--- config.mk ---
export PLATFORM = sky130hd
export DESIGN_NAME = edge_lane_detector
export DESIGN_NICKNAME = d
export VERILOG_FILES = /design/src/rtl/edge_lane_detector.sv
export SDC_FILE = /design/constraint.sdc
export NUM_CORES = 1
export LEC_CHECK = 0
export BUFFER_PORTS_ARGS = -buffer_cell sky130_fd_sc_hd__buf_2
export CORE_ASPECT_RATIO = 1.25
export CORE_MARGIN = 5
export CORE_UTILIZATION = 63
export DETAILED_ROUTE_END_ITERATION = 10
export GPL_ROUTABILITY_DRIVEN = 0
export PLACE_DENSITY = 0.8
export SLEW_MARGIN = 20
export SYNTH_ARGS = -nofsm -noshare
export SYNTH_HDL_FRONTEND = slang
export SYNTH_SLANG_ARGS = --single-unit
--- constraint.sdc ---
create_clock -name CLK -period 3.7 [get_ports CLK]
set_clock_uncertainty 0.05 [all_clocks]
set_input_delay 0 -clock CLK [delete_from_list [all_inputs] [get_ports CLK]]
set_output_delay 0 -clock CLK [all_outputs]
set_load 0.02 [all_outputs]
--- src/rtl/edge_lane_detector.sv ---
// Lane edge-count detector: tracks pixel x/y, counts edge pixels per lane window and
// publishes a thresholded per-lane hit mask each frame. Macro EDGE_LANE_COUNTS_EN adds Counts.
module edge_lane_detector #(
   parameter int NUM_LANES  = 5,
   parameter int LANE_X0    = 100,
   parameter int LANE_PITCH = 60,
   parameter int LANE_WIDTH = 20,
   parameter int ROW_TOP    = 400,
   parameter int ROW_BOTTOM = 430,
   parameter int HIT_MIN    = 16,
   parameter int CNT_W      = 12
) (
   input  logic                 CLK,
   input  logic                 RST,
   input  logic                 HSync,
   input  logic                 VDE,
   input  logic                 EdgeIn,
   input  logic                 HitAck,
   output logic [NUM_LANES-1:0] Hit,
   output logic                 HitValid,
   output logic                 Overrun
`ifdef EDGE_LANE_COUNTS_EN
   ,
   output logic [NUM_LANES*CNT_W-1:0] Counts
`endif
);

   localparam int XW = 16;
   localparam int YW = 11;
   localparam logic [XW-1:0]    X_MAX   = '1;
   localparam logic [YW-1:0]    Y_MAX   = '1;
   localparam logic [CNT_W-1:0] CNT_MAX = '1;

   logic [XW-1:0]    x;
   logic [YW-1:0]    y;
   logic             hs_q;
   logic             vde_q;
   logic             line_act;
   logic             armed;
   logic [CNT_W-1:0] cnt [NUM_LANES];

   logic                       hs_rise;
   logic                       vde_fall;
   logic                       frame_end;
   logic                       publish;
   logic                       ack_ok;
   logic                       row_in;
   logic                       pix_edge;
   logic [NUM_LANES-1:0]       in_win;
   logic [NUM_LANES-1:0]       hit_next;
   logic [NUM_LANES*CNT_W-1:0] counts_next;

   function automatic logic [31:0] lane_lo(input int unsigned lane);
      return 32'(LANE_X0) + lane * 32'(LANE_PITCH);
   endfunction

   always_comb begin
      hs_rise     = HSync & ~hs_q;
      vde_fall    = vde_q & ~VDE;
      // A frame ends on a sync edge that closes a line with no active video.
      frame_end   = hs_rise & ~line_act & (y != '0);
      publish     = frame_end & armed;
      ack_ok      = HitValid & HitAck;
      row_in      = (32'(y) >= 32'(ROW_TOP)) && (32'(y) <= 32'(ROW_BOTTOM));
      pix_edge    = VDE & EdgeIn & row_in;
      in_win      = '0;
      hit_next    = '0;
      counts_next = '0;
      for (int unsigned i = 0; i < NUM_LANES; i++) begin
         in_win[i]   = (32'(x) >= lane_lo(i)) &&
                       (32'(x) <= lane_lo(i) + 32'(LANE_WIDTH) - 32'd1);
         hit_next[i] = (32'(cnt[i]) >= 32'(HIT_MIN));
         counts_next[i*CNT_W +: CNT_W] = cnt[i];
      end
   end

   // x is held at zero whenever VDE is low, so the first active pixel of a line is x=0.
   always_ff @(posedge CLK or posedge RST) begin
      if (RST) begin
         hs_q     <= 1'b0;
         vde_q    <= 1'b0;
         line_act <= 1'b0;
         x        <= '0;
         y        <= '0;
         armed    <= 1'b0;
      end else begin
         hs_q  <= HSync;
         vde_q <= VDE;
         if (hs_rise)
            line_act <= VDE;
         else if (VDE)
            line_act <= 1'b1;
         if (VDE) begin
            if (x != X_MAX)
               x <= x + 1'b1;
         end else begin
            x <= '0;
         end
         if (frame_end)
            y <= '0;
         else if (vde_fall && (y != Y_MAX))
            y <= y + 1'b1;
         if (frame_end)
            armed <= 1'b1;
      end
   end

   always_ff @(posedge CLK or posedge RST) begin
      if (RST) begin
         for (int unsigned i = 0; i < NUM_LANES; i++)
            cnt[i] <= '0;
      end else begin
         for (int unsigned i = 0; i < NUM_LANES; i++) begin
            if (frame_end)
               cnt[i] <= '0;
            else if (pix_edge && in_win[i] && (cnt[i] != CNT_MAX))
               cnt[i] <= cnt[i] + 1'b1;
         end
      end
   end

   // The first frame end after reset only arms publication; its counts may be partial.
   always_ff @(posedge CLK or posedge RST) begin
      if (RST) begin
         Hit      <= '0;
         HitValid <= 1'b0;
         Overrun  <= 1'b0;
      end else if (publish) begin
         Hit      <= hit_next;
         HitValid <= 1'b1;
         if (HitValid && !HitAck)
            Overrun <= 1'b1;
      end else if (ack_ok) begin
         HitValid <= 1'b0;
         Overrun  <= 1'b0;
      end
   end

`ifdef EDGE_LANE_COUNTS_EN
   always_ff @(posedge CLK or posedge RST) begin
      if (RST)
         Counts <= '0;
      else if (publish)
         Counts <= counts_next;
   end
`else
   logic unused_counts;
   assign unused_counts = ^counts_next;
`endif

endmodule
After elaboration in Yosys (flattened, before gate mapping)
Cells that the tools add are included.

Eq/ne operators: 9. Magnitude comparators: 17. Mux-type cells: 20. $add $sub $neg: 7. Reduce and logical (&&, ||, !) cells: 29. Bitwise logic cells: 11.

Operators with widths (number): 12-bit two-way mux (10); 12-bit by 1-bit adder with 12-bit output (second input constant) (5); 12-bit by 5-bit greater-or-equal comparator with 1-bit output (second input constant) (5); 12-bit inequality test (second input constant) (5); 16-bit by 8-bit greater-or-equal comparator with 1-bit output (second input constant) (2); 16-bit by 9-bit greater-or-equal comparator with 1-bit output (second input constant) (2); 16-bit by 8-bit <= comparator with 1-bit output (second input constant) (2); 16-bit by 9-bit <= comparator with 1-bit output (second input constant) (2); 16-bit two-way mux (2); 11-bit two-way mux (2); 1-bit logical AND (18); 16-bit by 1-bit adder with 16-bit output (second input constant) (1); 16-bit by 7-bit greater-or-equal comparator with 1-bit output (second input constant) (1); 16-bit by 7-bit <= comparator with 1-bit output (second input constant) (1); 16-bit inequality test (second input constant) (1); 2-bit nonzero test (8); 11-bit by 1-bit adder with 11-bit output (second input constant) (1); 11-bit by 9-bit greater-or-equal comparator with 1-bit output (second input constant) (1); 11-bit by 9-bit <= comparator with 1-bit output (second input constant) (1); 11-bit inequality test (second input constant) (1); 11-bit nonzero test (1); 1-bit bitwise AND (8); 1-bit two-way mux (6); 2-bit by 1-bit inequality test with 1-bit output (second input constant) (2); 3 further kinds (5).

Word-level logic and storage cells: 107. Output and inout port bits: 7. Register bits after elaboration: 98.

Logic depth before layout (Yosys ltp)
Gate-level depths: netlist of the first run.

Depth in word-level cells: 7. Mapped depth: 9.

Worst setup path after synthesis of the first run
Ideal clock, no wire load.

Path type: reg-to-reg. Start point: reg x[5]. End point: reg cnt[29] (netlist name). Slack: 1439 ps. Setup time: 78 ps. Cell stages (with the launch flop): 8. Required time: 3572 ps. Arrival time: 2133 ps. Path through: dfrtp_1 > buf_2 > nand4b_1 > a211o_1 > or4_1 > buf_2 > or4_1 > a21oi_1.

Longest elaborated chain between the ends: 5.

RTL lines: start: declaration (line 34) `logic [XW-1:0] x;`; start signal: assignment (line 95) `x <= x + 1'b1;`; 16-bit by 8-bit greater-or-equal comparator with 1-bit output or 16-bit by 8-bit <= comparator with 1-bit output (tied branches) (line 70, 71); 1-bit logical AND * (line 70) `in_win[i] = (32'(x) >= lane_lo(i)) &&`; 1-bit logical AND * (2 in a row) (line 116) `else if (pix_edge && in_win[i] && (cnt[i] != CNT_MAX))`; 2-bit nonzero test (no line) *; end signal: indexed assignment (line 117) `cnt[i] <= cnt[i] + 1'b1;`; end: declaration (line 40) `logic [CNT_W-1:0] cnt [NUM_LANES];`.

Every way passes the cells marked *; elsewhere a longest branch is shown, timed or not. A chain may end at the register's enable or synchronous reset.

Final worst setup path of the first run
Start point: reg x[11]. End point: reg cnt[40] (netlist name).

The elaborated chain is that of the path after synthesis.

==> results.tsv, run 1 <==
metric	value	unit
status	complete, no violations	
clk slew on worst S/H paths	90	ps
DIE WIDTH	94.4	um
I/O Buffers	12	
grt ovf	0	
Iter 0 DRT Violations	452	
number of global-route vias before repair	4626	
Post-CTS Resized	0	
Num CTS Buffers	9	
DIE AREA	0.0109	mm^2
Peak VDD IR	317	uV
root buffer cell	clkbuf_8	
DRT Wirelength	12100	um
Multi-input gate area	0.00293	mm^2
Max Slew Vio Count	0	
Crit Path Max Fanout	9	
post-synthesis average cell area	9.07	um^2
nets	640	
Vias per Instance	6.41	
worst min path class	in2reg	
top post-synthesis cells by count	dfrtp_1 (98), a21oi_1 (56), nand2_1 (55), nor2_1 (49), or4_1 (29)	
Yosys warnings	0	
Yosys reg bits	98	
core area	0.00870	mm^2
Seq/Total Area, Yosys	0.437	
all-layer global routing usage	0.244	
Final Hold Fails	0	
Diodes inserted	0	
crit path DAT	2820	ps
first-pass GRT wire length	21200	um
Mapped Cells	618	
Rel. slew slack	0.320	
Initial Utilization	0.644	
Final Cycle Share	0.703	
DR vias	4761	
register area	0.00245	mm^2
fin crit period	2600	ps
start point of the critical path	x[11]	
total negative slack	0	ps
# Max-Cap Violations	0	
endpoints failing setup	0	
power density over the cells	348	mW/mm^2
CP required	3920	ps
Synth cell types	57	
Yosys top cell area share	0.437	
Synth async-reset ratio	1.00	
H-Tree Depth	3	
per-cell routed wire length	16.3	um
fillcell total	675	
HP Start	HSync	
height of the chip	115	um
Detailed Place HPWL	8170	um
ranking of synthesized cells by area	dfrtp_1 (44%), a21oi_1 (5.0%), or4_1 (3.9%)	
hold_ws	233	ps
FP Rows	38	
layout cells sized above 1	0.0803	
final core utilization	0.687	
FF-to-FF Start	x[11]	
drt pass-1 iters	5	
largest net degree at the start of global routing	76	
critical path class	reg2reg	
# placed instances	725	
CTS tree	yes	
Synth area leader	dfrtp_1	
Remaining DRCs	0	
Syn Std Cell Area	0.00561	mm^2
EDFF count, synth	0	
Lkg Pwr	2.45	nW
Peak Freq	384	MHz
slew at the pin closest to its max-slew limit	1010	ps
sink count of the clock tree	98	
num ports	13	
post-route ant nets	0	
cell with the most instances after synthesis	dfrtp_1	
CP Capture Type	flop	
syn nets	638	
worst-case clock buffer depth	2	
later-pin clock latency in the skew report	380	ps
area delta synth->final	6.63	%
unrepaired setup endpoints after global routing	false	
number of antenna violations at the first check in global routing	0	
Worst setup SP type	flop	
fin cells	743	
Synth Flop Type	dfrtp_1	
==> flip-flops by register name (all words and copies together) (netlist names) <==
register,cells
line_act,1
hs_q,1
cnt,60
vde_q,1
Overrun,1
y,11
HitValid,1
x,16
armed,1
Hit,5
==> stage by stage <==
stage	setup slack [ps]	cell area, um^2	power (mW)
finish	1100	5980	2.08
global placement	1200	5730	1.33
global route	896	5980	2.17
detailed placement	1140	5730	1.34
CTS	1130	5980	2.08
floorplan	1090	5610	1.28
==> metal layers <==
| metal | track usage | vias to the layer above | wire [um] |
|---|---|---|---|
| met5 | 0 | - | 0 |
| met4 | 0.104 | 0 | 286 |
| met3 | 0.0448 | 29 | 526 |
| met2 | 0.420 | 124 | 6150 |
| met1 | 0.301 | 2324 | 5180 |
| li1 | - | 2284 | - |
==> final cells by class <==
class	instances	area share
sequential	98	0.410
timing repair buffer	20	0.0218
clock inverter	3	0.0109
multi-input combinational	462	0.490
tap	120	0.0251
inverter	29	0.0186
clock buffer	11	0.0237
==> repair_timing <==
item	CTS	global route
endpoints found under the hold margin	79	0
hold buffers	4	0
buffers inserted	0	0
==> cell usage in the layout, fill, tap and decap left out, types with 10 or more instances in the layout <==
cell type,instances
or4_1,29
nand2_1,55
or3_1,16
xnor2_1,15
ha_1,14
o21ai_0,19
dfrtp_1,98
a21oi_1,56
nor2_1,49
nand3_1,25
and3_1,11
nand4_1,24
buf_2,12
clkbuf_8,10
inv_1,27
nand2b_1,12
nor4_1,17
nor3_1,10
o31ai_1,27
==> worst paths after layout <==
| check | endpoint | slack, ps | cells past startpoint |
|---|---|---|---|
| max in group asynchronous | y[0] | 2350 | 4 |
| min in group asynchronous | cnt[22] | 330 | 3 |
| worst max register to register | cnt[40] | 1100 | 5 |
| worst max-delay path | cnt[40] | 1100 | 5 |
| worst min register to register | armed | 430 | 1 |
| worst min-delay path | hs_q | 230 | 2 |
==> logic make-up (layout without fill, tap and decap cells) <==
| kind of cell | count (synthesis) | after routing | share of synthesized area |
|---|---|---|---|
| and+or+nand+nor | 287 | 287 | 0.291 |
| xor gates and xnor gates | 22 | 22 | 0.0357 |
| DFF | 98 | 98 | 0.437 |
| buffers and inverters | 58 | 63 | 0.0435 |
| AOI/OAI and AO/OA | 130 | 130 | 0.145 |
| adders and majority gates | 14 | 14 | 0.0313 |
| muxes | 9 | 9 | 0.0161 |
==> critical path, cell delays in order (launching register included) <==
cell and delay (ps):
dfrtp_1 440, nor4bb_1 310, o311ai_0 370, nor4_2 880, a31oi_1 200, a41o_1 250
==> where the power goes <==
group,switching (mW),total [mW],internal (mW)
registers,0.0446,1.15,1.10
clock network,0.365,0.756,0.391
logic,0.117,0.176,0.0598
total,0.526,2.08,1.55
(Power assumes the default switching activity.)
==> inputs of run 2 (changes only) <==
Settings changed: CORE_UTILIZATION 63 to 57, PLACE_DENSITY 0.8 to 0.77.
Clock period 3.7 ns to 2.2 ns, I/O delays scaled along.
==> results.tsv, run 2 (synthesis results as in run 1) <==
metric	value	unit	change
CTS tree	yes		
Crit Path Max Fanout	7		-2
Num CTS Buffers	9		unchanged
FF-to-FF Start	x[5]		
Remaining DRCs	0		unchanged
Post-DP Area	0.00629	mm^2	+9.8%
area delta synth->final	26.4	%	
Top Registers	cnt x60, x x16, y x11		
per-cell routed wire length	17.4	um	+6.7%
fin cells	838		+13%
I/O Buffers	12		unchanged
DIE WIDTH	98.7	um	+4.6%
start point of the critical path	x[5]		
final worst slack	-111	ps	-1210 ps
worst path buffer plus inverter count	2		+2
num ports	13		unchanged
height of the chip	121	um	+4.7%
nets	727		+14%
power density over the cells	574	mW/mm^2	+65%
commonest non-fill, non-tap cell in the layout	dfrtp_1		
Iter 0 DRT Violations	429		-5.1%
slew at the pin closest to its max-slew limit	687	ps	-321 ps
# Max-Cap Violations	0		unchanged
number of antenna violations at the first check in global routing	0		unchanged
failing checks	negative setup slack		
crit path DAT	2540	ps	-280 ps
DRT Wirelength	14600	um	+20%
hold_ws	245	ps	+12.1 ps
Crit-path slowest cell	or4_4		
Worst setup SP type	flop		
Peak VDD IR	385	uV	+21%
sink count of the clock tree	98		unchanged
status	complete, but fails checks		
all-layer global routing usage	0.241		-0.00322
drt pass-1 iters	5		unchanged
commonest non-fill, non-tap cells in the layout	dfrtp_1 (95), buf_4 (79), nand2_1 (55)		
Detailed Place HPWL	8880	um	+8.7%
post-route ant nets	0		unchanged
layout cells sized above 1	0.257		+0.177
FP Rows	40		+5.3%
max incr delay on CP	620	ps	-260 ps
later-pin clock latency in the skew report	350	ps	-30 ps
Peak Freq	433	MHz	+13%
CP required	2430	ps	-1490 ps
Lkg Pwr	2.99	nW	+22%
total negative slack	-932	ps	-932 ps
critical path class	reg2reg		
Diodes inserted	0		unchanged
cell area after layout	0.00708	mm^2	+19%
DR vias	5322		+12%
Largest register FFs	60		unchanged
Max Slew Vio Count	0		unchanged
number of global-route vias before repair	5088		+10%
Rel. slew slack	0.539		+0.219
DIE AREA	0.0119	mm^2	+9.5%
worst min path class	in2async		
largest net degree at the start of global routing	99		+30%
endpoints failing setup	16		+16
Reg with most FFs	cnt		
critical path cell sequence	buf_4, nor4bb_4, nand3_1, or4_4, buf_6, or4_4, a21oi_2		
worst-case clock buffer depth	2		unchanged
final core utilization	0.737		+0.0502
most used cell, CP	or4_4		
Initial Utilization	0.583		-0.0609
Final Hold Fails	0		unchanged
clk slew on worst S/H paths	70	ps	-20 ps
H-Tree Depth	3		unchanged
Final Cycle Share	1.05		+0.347
Vias per Instance	6.35		-0.89%
root buffer cell	clkbuf_16		
grt ovf	0		unchanged
first-pass GRT wire length	23700	um	+12%
# placed instances	797		+9.9%
CP Capture Type	flop		
CP top delay family	simple AND/OR/NAND/NOR gates		
core area	0.00961	mm^2	+10%
unrepaired setup endpoints after global routing	true		
fin crit period	2310	ps	-292 ps
[run 2: report_power, final]
part | internal (mW) | switching, mW
combinational | 0.194 | 0.291
sequential | 1.85 | 0.0414
clock | 0.996 | 0.688
total | 3.04 | 1.02
[run 2: cell type report]
class / count / area, um^2
clock buffer: 9 / 225
clock inverter: 7 / 92.6
fill: 667 / 2530
inverter: 29 / 113
multi-input combinational: 462 / 3190
sequential: 98 / 2460
tap: 126 / 158
timing repair buffer: 107 / 848
[run 2: metal layers]
metal,global-route usage,up-vias,routed length [um]
li1,-,2468,-
met1,0.305,2608,5920
met2,0.412,204,7480
met3,0.0236,42,717
met4,0.120,0,477
met5,0,-,0
[run 2: final timing paths]
check,end,slack (ps),depth (start not counted)
max,cnt[56],-110,7
min,x[13],240,4
max reg2reg,cnt[56],-110,7
min reg2reg,Hit[1],420,1
max in group asynchronous,cnt[10],1380,4
min in group CLK,hs_q,270,2
[run 2: stage by stage]
stage	setup WS (ps)	power, mW
after floorplan	-27.2	2.17
after global placement	-118	2.34
after detailed placement	-149	2.36
after CTS	-75.7	4.05
after global routing	-201	4.23
final	-111	4.06
[run 2: repair_timing]
item,CTS,global route
cloned,2,1
setup buffers,17,2
endpoints found under the setup margin,43,67
pin swaps,23,16
hold buffers,4,0
hold endpoints to repair,102,0
gates resized for setup,25,44
[run 2: worst reg2reg max path, stage by stage, from the launching register on]
cell and delay [ps]:
dfrtp_2 410, buf_4 150, nor4bb_4 180, nand3_1 140, or4_4 620, buf_6 170, or4_4 420, a21oi_2 120
==> inputs of run 3 (changes only) <==
Settings changed: PLACE_DENSITY 0.77 to 0.78.
==> results.tsv, run 3 (synthesis results as in run 1) <==
metric	value	unit	change
FP Rows	40		unchanged
all-layer global routing usage	0.231		-0.0102
clk slew on worst S/H paths	70	ps	about the same
FF-to-FF path depth	6		-1
Remaining DRCs	0		unchanged
DR WL met2	7450	um	-0.47%
Num CTS Buffers	9		unchanged
drt pass-1 iters	5		unchanged
# placed instances	794		-0.38%
CP Capture Type	flop		
Crit Path Max Fanout	5		-2
Lkg Pwr	2.98	nW	-0.38%
Vias per Instance	6.31		-0.72%
RR Endpoint	cnt[54]		
CTS tree	yes		
Initial Utilization	0.583		unchanged
highest routed metal layer	met4		
endpoints failing setup	14		-2
root buffer cell	clkbuf_16		
Iter 0 DRT Violations	279		-35%
max incr delay on CP	510	ps	-110 ps
WL met3	539	um	-25%
number of antenna violations at the first check in global routing	0		unchanged
Power, Total	4.15	mW	+2.0%
sink count of the clock tree	98		unchanged
Diodes inserted	0		unchanged
hold path cells	6		
crit path DAT	2500	ps	-40 ps
worst min path class	in2reg		
grt ovf	0		unchanged
start point of the critical path	x[15]		
hold_ws	237	ps	-8.15 ps
critical path cell sequence	and4bb_2, o311ai_4, buf_4, or4_4, or4_4, a21oi_2		
Final Hold Fails	0		unchanged
I/O Buffers	12		unchanged
fin cells	832		-0.72%
later-pin clock latency in the skew report	350	ps	about the same
Largest register FFs	60		unchanged
final worst slack	-79.1	ps	+31.6 ps
commonest non-fill, non-tap cells in the layout	dfrtp_1 (97), buf_4 (72), nand2_1 (55)		
hold endpoint	cnt[13]		
Peak VDD IR	482	uV	+25%
r2r setup slk	-80	ps	+30 ps
Reg with most FFs	cnt		
power density over the cells	588	mW/mm^2	+2.5%
slew at the pin closest to its max-slew limit	599	ps	-87.5 ps
worst-case clock buffer depth	2		unchanged
# Max-Cap Violations	0		unchanged
commonest non-fill, non-tap cell in the layout	dfrtp_1		
Crit-path slowest cell	or4_4		
FF-to-FF Start	x[15]		
Detailed Place HPWL	8910	um	+0.40%
failing checks	negative setup slack		
DR vias	5246		-1.4%
total negative slack	-662	ps	+271 ps
largest net degree at the start of global routing	99		unchanged
nets	721		-0.83%
Top Registers	cnt x60, x x16, y x11		
most used cell, CP	or4_4		
area delta synth->final	25.7	%	
first-pass GRT wire length	22700	um	-4.2%
Worst setup SP type	flop		
Final Cycle Share	1.04		-0.0144
unrepaired setup endpoints after global routing	true		
DIE AREA	0.0119	mm^2	unchanged
HP Start	EdgeIn		
fin crit period	2280	ps	-31.6 ps
DIE WIDTH	98.7	um	unchanged
number of global-route vias before repair	4980		-2.1%
H-Tree Depth	3		unchanged
DRT Wirelength	14200	um	-2.6%
Peak Freq	439	MHz	+1.4%
num ports	13		unchanged
final core utilization	0.733		-0.00378
per-cell routed wire length	17.1	um	-1.9%
height of the chip	121	um	unchanged
core area	0.00961	mm^2	unchanged
wl on met1	5780	um	-2.4%
layout cells sized above 1	0.251		-0.00631
Max Slew Vio Count	0		unchanged
CP required	2430	ps	about the same
post-route ant nets	0		unchanged
critical path class	reg2reg		
Rel. slew slack	0.597		+0.0582
status	complete, but fails checks		
==> run 3: through the flow <==
step	area, um^2	setup WS (ps)
2_1_floorplan	5640	-27.2
3_3_place_gp	6270	-56.4
3_5_place_dp	6270	-131
4_1_cts	6780	-92.1
5_1_grt	7050	-174
6_report	7050	-79.1
==> run 3: layer usage <==
layer / vias to the layer above / GRT usage
met5: - / 0
met4: 0 / 0.120
met3: 39 / 0.0282
met2: 147 / 0.399
met1: 2601 / 0.282
li1: 2459 / -
==> run 3: area by class of cell <==
| class | count | area (um^2) |
|---|---|---|
| multi-input cells | 464 | 3200 |
| fillers | 665 | 2560 |
| flip-flops and latches | 98 | 2450 |
| repair buffers | 99 | 778 |
| clock buffers | 13 | 280 |
| well taps | 126 | 158 |
| inverters | 29 | 113 |
| clock inverters | 3 | 68.8 |
==> run 3: critical path: cells and delay by family, from the launching register on <==
family | cells | cell delay, ps
buffers and inverters | 1 | 170
flip-flops | 1 | 380
AO/OA/AOI/OAI | 2 | 300
AND/OR/NAND/NOR | 3 | 1300
==> run 3: how the worst max path moves through the flow <==
stage / end
after detailed placement: cnt[30]
after CTS: cnt[29]
after floorplan: cnt[55]
after global placement: cnt[35]
after global routing: cnt[53]
final: cnt[54]
==> run 3: report_power, final <==
part / total, mW / switching (mW) / internal (mW) / leakage (nW)
logic: 0.451 / 0.282 / 0.168 / 1.46
clock network: 1.80 / 0.679 / 1.12 / 0.172
registers: 1.89 / 0.0399 / 1.85 / 1.35
==> run 3: timing repair <==
action                                 in CTS  in global routing
gates cloned                                2                  3
hold buffers                                4                  0
setup endpoints to repair                  38                 65
buffers inserted                            4                 10
resized for setup                          22                 42
pin swaps                                  20                 21
endpoints found under the hold margin     102                  0
